### config.mk
export PLATFORM = sky130hd
export DESIGN_NAME = synch_fifo_drain
export DESIGN_NICKNAME = d
export VERILOG_FILES = /design/src/rtl/synch_fifo_drain.sv
export SDC_FILE = /design/constraint.sdc
export NUM_CORES = 1
export LEC_CHECK = 0
export ABC_AREA = 0
export BUFFER_PORTS_ARGS = -buffer_cell sky130_fd_sc_hd__buf_2
export CAP_MARGIN = 30
export CORE_ASPECT_RATIO = 0.6
export CORE_UTILIZATION = 28
export CTS_BUF_LIST = sky130_fd_sc_hd__clkbuf_16
export DETAILED_ROUTE_END_ITERATION = 10
export PLACE_DENSITY = 0.48
export SLEW_MARGIN = 20
export SYNTH_ARGS = -nofsm -noshare
export SYNTH_HDL_FRONTEND = slang
export SYNTH_SLANG_ARGS = --single-unit
### constraint.sdc
create_clock -name clk -period 1.8 [get_ports clk]
set_input_delay 0.09 -clock clk [delete_from_list [all_inputs] [get_ports clk]]
set_output_delay 0.09 -clock clk [all_outputs]
set_load 0.02 [all_outputs]
### src/rtl/synch_fifo_drain.sv
// -----------------------------------------------------------------------------
// synch_fifo_drain
//
// Read-side controller for the 8-bit synchronous FIFO. Pulls words from the
// FIFO read port into a 3-entry skid buffer and presents them on a downstream
// valid/ready stream at up to one word per cycle. A read is only issued when
// the FIFO is non-empty and the buffer is guaranteed to have a free slot for
// the word when it arrives one cycle later, so no overflow is possible.
//
// Ports:
//   clk         rising-edge clock
//   rst         asynchronous, active-high reset
//   en          read enable; low stops new FIFO reads (buffer still drains)
//   flush       synchronous discard of buffered and in-flight words
//   fifo_empty  registered FIFO empty flag
//   fifo_data   FIFO data_out, valid the cycle after fifo_rd
//   fifo_rd     FIFO read strobe
//   m_valid     downstream word available
//   m_ready     downstream accepts the word
//   m_data      downstream word
//   word_cnt    count of accepted words (wraps)
//   idle        buffer empty and no read in flight
// -----------------------------------------------------------------------------
module synch_fifo_drain #(
    parameter int DW = 8,
    parameter int CW = 16
) (
    input  logic          clk,
    input  logic          rst,
    input  logic          en,
    input  logic          flush,
    input  logic          fifo_empty,
    input  logic [DW-1:0] fifo_data,
    output logic          fifo_rd,
    output logic          m_valid,
    input  logic          m_ready,
    output logic [DW-1:0] m_data,
    output logic [CW-1:0] word_cnt,
    output logic          idle
);

    logic [DW-1:0] buf_mem [0:2];
    logic [1:0]    head;
    logic [1:0]    tail;
    logic [1:0]    cnt;
    logic          pend;
    logic [2:0]    fill;
    logic          push;
    logic          pop;

    // Pointers walk 0 -> 1 -> 2 -> 0 over the 3 buffer slots.
    function automatic logic [1:0] next_ptr(input logic [1:0] p);
        return (p == 2'd2) ? 2'd0 : p + 2'd1;
    endfunction

    // Words held plus the word already requested from the FIFO. A new read is
    // only safe while this leaves a slot free for the returning word. Only
    // registered state feeds this, so m_ready never reaches fifo_rd.
    assign fill    = {1'b0, cnt} + {2'b00, pend};
    assign fifo_rd = en && !fifo_empty && !flush && (fill <= 3'd2);

    assign m_valid = (cnt != 2'd0);
    assign m_data  = buf_mem[head];
    assign idle    = (cnt == 2'd0) && !pend;

    // A flush overrides both capture and pop; a pop in the flush cycle is
    // neither consumed nor counted.
    assign push = pend && !flush;
    assign pop  = m_valid && m_ready && !flush;

    // NOTE: all state below uses non-blocking assignments so every register
    // samples pre-edge values; blocking here would let cnt/pointer updates
    // race each other within the same edge.
    always_ff @(posedge clk or posedge rst) begin
        if (rst) begin
            // NOTE: the buffer is only three words, and clearing it is what
            // makes m_data read 0 out of reset; a deep memory would not be
            // reset, since its contents are never observed before being written.
            for (int i = 0; i < 3; i++) begin
                buf_mem[i] <= '0;
            end
            head     <= '0;
            tail     <= '0;
            cnt      <= '0;
            pend     <= 1'b0;
            word_cnt <= '0;
        end else if (flush) begin
            head <= '0;
            tail <= '0;
            cnt  <= '0;
            pend <= 1'b0;
        end else begin
            pend <= fifo_rd;

            if (push) begin
                buf_mem[tail] <= fifo_data;
                tail          <= next_ptr(tail);
            end

            if (pop) begin
                head     <= next_ptr(head);
                word_cnt <= word_cnt + CW'(1);
            end

            // Simultaneous capture and pop leaves the occupancy unchanged.
            if (push && !pop) begin
                cnt <= cnt + 2'd1;
            end else if (pop && !push) begin
                cnt <= cnt - 2'd1;
            end
        end
    end

endmodule
==> results.toml <==
[outcome]
status = "finished, final reports clean"

[power_and_ir_drop]
internal-power_mw = 1.85
p_total_mw = 2.54
clockPowerShare = 0.345
ir_worst_vdd_uv = 363
power-per-cell-area_nw_per_um2 = 905
pwr-share-seq = 0.487
switching_share = 0.270
p_comb_frac = 0.168
switchingPower_uw = 684
leakage_nw = 1.30

[flow_run]
drv_cap = 0

[placed_design]
gp_congestion = 0.699
dp_hpwl_um = 3030
pre_cts_ws_ps = 215
portBuffers = 40

[setup_path]
endpoint_kind = "output pin"
startpoint_type = "flip-flop"
crit_arrival_ps = 1640
path_class = "reg2out"
critPathMaxFanout = 2
required_ps = 1710

[grt]
antenna_found_initial = 0
grt_pass1_wl_um = 7440
grt_max_degree = 26
track_usage = 0.122
overflow = 0
grt_pass1_vias = 1468

[sta]
finalClockSkew_ps = 5.51
relSlewSlack = 0.658
setup_viol = 0
hold_viol = 0
period_needed_ps = 1730
timing_worst_slew_pin_value_ps = 512
setup_tns_ps = 0
drv_slew = 0
clock.fmax_mhz = 579
rsz0062_at_grt = "false"
finalCritPeriodShare = 0.960
layout_setup_ws_ps = 72.0

[clock_tree]
cts_buffers = 5
clkLatencyLatePin_ps = 290
clockBufferDepth = 2
htree_levels = 2
cts_tree = "built"
cts-root-buf = "clkbuf_16"
path_clk_slew_ps = 60
clock-sinks = 47

[min_path]
hp-class = "in2reg"

[logic_synthesis]
syn_nets = 198
yosysWarnings = 0
syn_avg_cell_area_um2 = 12.3
ys_types = 31
syn_inst = 180
synthesis.area_um2 = 2210
seq_area_frac_synth = 0.533
synth_seq_cells = 47

[floorplanning]
core_um2 = 7450
fp.dieW_um = 117
die-area_um2 = 8260
die_y_um = 70.8
rows = 24
ios = 41
start_util = 0.297

[final_layout]
final_nets = 249
drive_above_1_share = 0.401
antenna_cells = 0
area_growth_pct = 27.0
post-route-util = 0.377
fillCellCount = 769

[drt]
postRouteAntennaNets = 0
drtIter0Drc = 44
vias = 1506
post-route-drc-count = 0
wl_per_cell_um = 13.3
routed_wl_um = 4480
viasPerCell = 4.48
firstDrtPassIters = 4
==> registers in the layout, indices dropped and copies added (netlist names) <==
signal    cells
buf_mem      24
head          2
word_cnt     16
cnt           2
pend          1
tail          2
==> layout by cell type (no fill, tap or decap), drive strengths merged <==
cell | synthesis | routed
nor3b | 1 | 1
mux2i | 10 | 10
or2 | 1 | 1
and4 | 1 | 1
clkbuf | 1 | 5
mux2 | 25 | 25
nor4 | 2 | 2
and3 | 3 | 3
inv | 3 | 4
nand4 | 3 | 3
nand3 | 6 | 6
buf | 7 | 50
xnor2 | 10 | 10
nand3b | 1 | 1
xor2 | 6 | 6
ha | 4 | 4
dfrtp | 47 | 47
a2111oi | 1 | 1
dlygate4sd3 | 0 | 2
clkinv | 0 | 2
nor2b | 1 | 1
nor4bb | 2 | 2
o21ai | 10 | 10
nor2 | 8 | 8
nor3 | 4 | 4
a21oi | 5 | 5
nand2 | 14 | 14
nand2b | 1 | 1
nor4b | 3 | 3
==> cells by family after synthesis <==
group                      synth area share
buffers and inverters                0.0221
and+or+nand+nor                       0.143
adders and majority gates            0.0227
xor gates and xnor gates             0.0635
muxes                                 0.173
AOI/OAI and AO/OA                    0.0431
DFF                                   0.533
==> metal layers <==
layer	track usage	wire [um]	vias up
li1	-	-	736
met1	0.173	2330	732
met2	0.168	1860	32
met3	0.0428	239	6
met4	0.0464	49	0
met5	0	0	-
==> synth_stat cells, drive strengths merged <==
cell     instances  area share
nor4b            3       0.019
nor2             8       0.014
nor2b            1      0.0028
and3             3      0.0085
nand2           14       0.024
nand3b           1      0.0034
a2111oi          1      0.0040
dfrtp           47        0.53
ha               4       0.023
and4             1      0.0040
nand4            3      0.0085
nor4bb           2      0.0091
mux2            25        0.13
or2              1      0.0028
nand3            6       0.014
xor2             6       0.024
a21oi            5       0.011
nor3b            1      0.0034
nor4             2       0.019
nor3             4      0.0091
buf              7       0.015
o21ai           10       0.028
inv              3      0.0051
clkbuf           1      0.0017
nand2b           1      0.0028
mux2i           10       0.045
xnor2           10       0.040
==> final timing paths <==
kind                            cells after the start          from  slack (ps)            to
min in group asynchronous                           3           rst         380    buf_mem[7]
max in group asynchronous                           4           rst         910        cnt[1]
worst max-delay path                                6          pend          70       fifo_rd
worst min-delay path                                2  fifo_data[0]          60   buf_mem[16]
worst max register to register                      4          pend         230    buf_mem[6]
worst min register to register                      1  word_cnt[15]         470  word_cnt[15]
==> repair_timing <==
item / 4_1_cts / 5_1_grt
gates resized for setup: 2 / 10
gates cloned: 0 / 0
hold buffers: 2 / 0
setup buffers: 2 / 0
pin swaps: 0 / 4
hold endpoints to repair: 23 / 0
setup endpoints to repair: 1 / 1
==> critical path: stages (launching register included) <==
cell and delay (ps):
dfrtp_2 430, ha_4 180, ha_4 160, nor2_4 100
a21oi_2 60, nor4b_2 230, buf_2 200
==> layout make-up <==
| cell class | count | area [um2] | area share |
|---|---|---|---|
| Timing Repair Buffer | 52 | 308 | 0.110 |
| Clock inverter | 3 | 11.3 | 0.00402 |
| Multi-Input combinational cell | 122 | 1040 | 0.370 |
| Inverter | 3 | 11.3 | 0.00402 |
| Tap cell | 104 | 130 | 0.0464 |
| Clock buffer | 5 | 125 | 0.0446 |
| Sequential cell | 47 | 1180 | 0.421 |
==> power by group through the flow <==
stage | clock network (mW) | logic [mW] | registers, mW
floorplan | 0 | 0.258 | 1.27
global placement | 0 | 0.421 | 1.25
detailed placement | 0 | 0.422 | 1.25
CTS | 0.914 | 0.432 | 1.23
global route | 0.957 | 0.470 | 1.25
finish | 0.875 | 0.427 | 1.23
==> through the flow <==
step | hold slack [ps] | cells | instance area [um2]
6_report | 57.5 | 336 | 2800
5_1_grt | 51.2 | 336 | 2800
4_1_cts | 50.3 | 336 | 2750
3_5_place_dp | 160 | 324 | 2580
3_3_place_gp | 159 | 324 | 2580
2_1_floorplan | 163 | 180 | 2210
No activity file was read; power rests on OpenSTA's default activity.
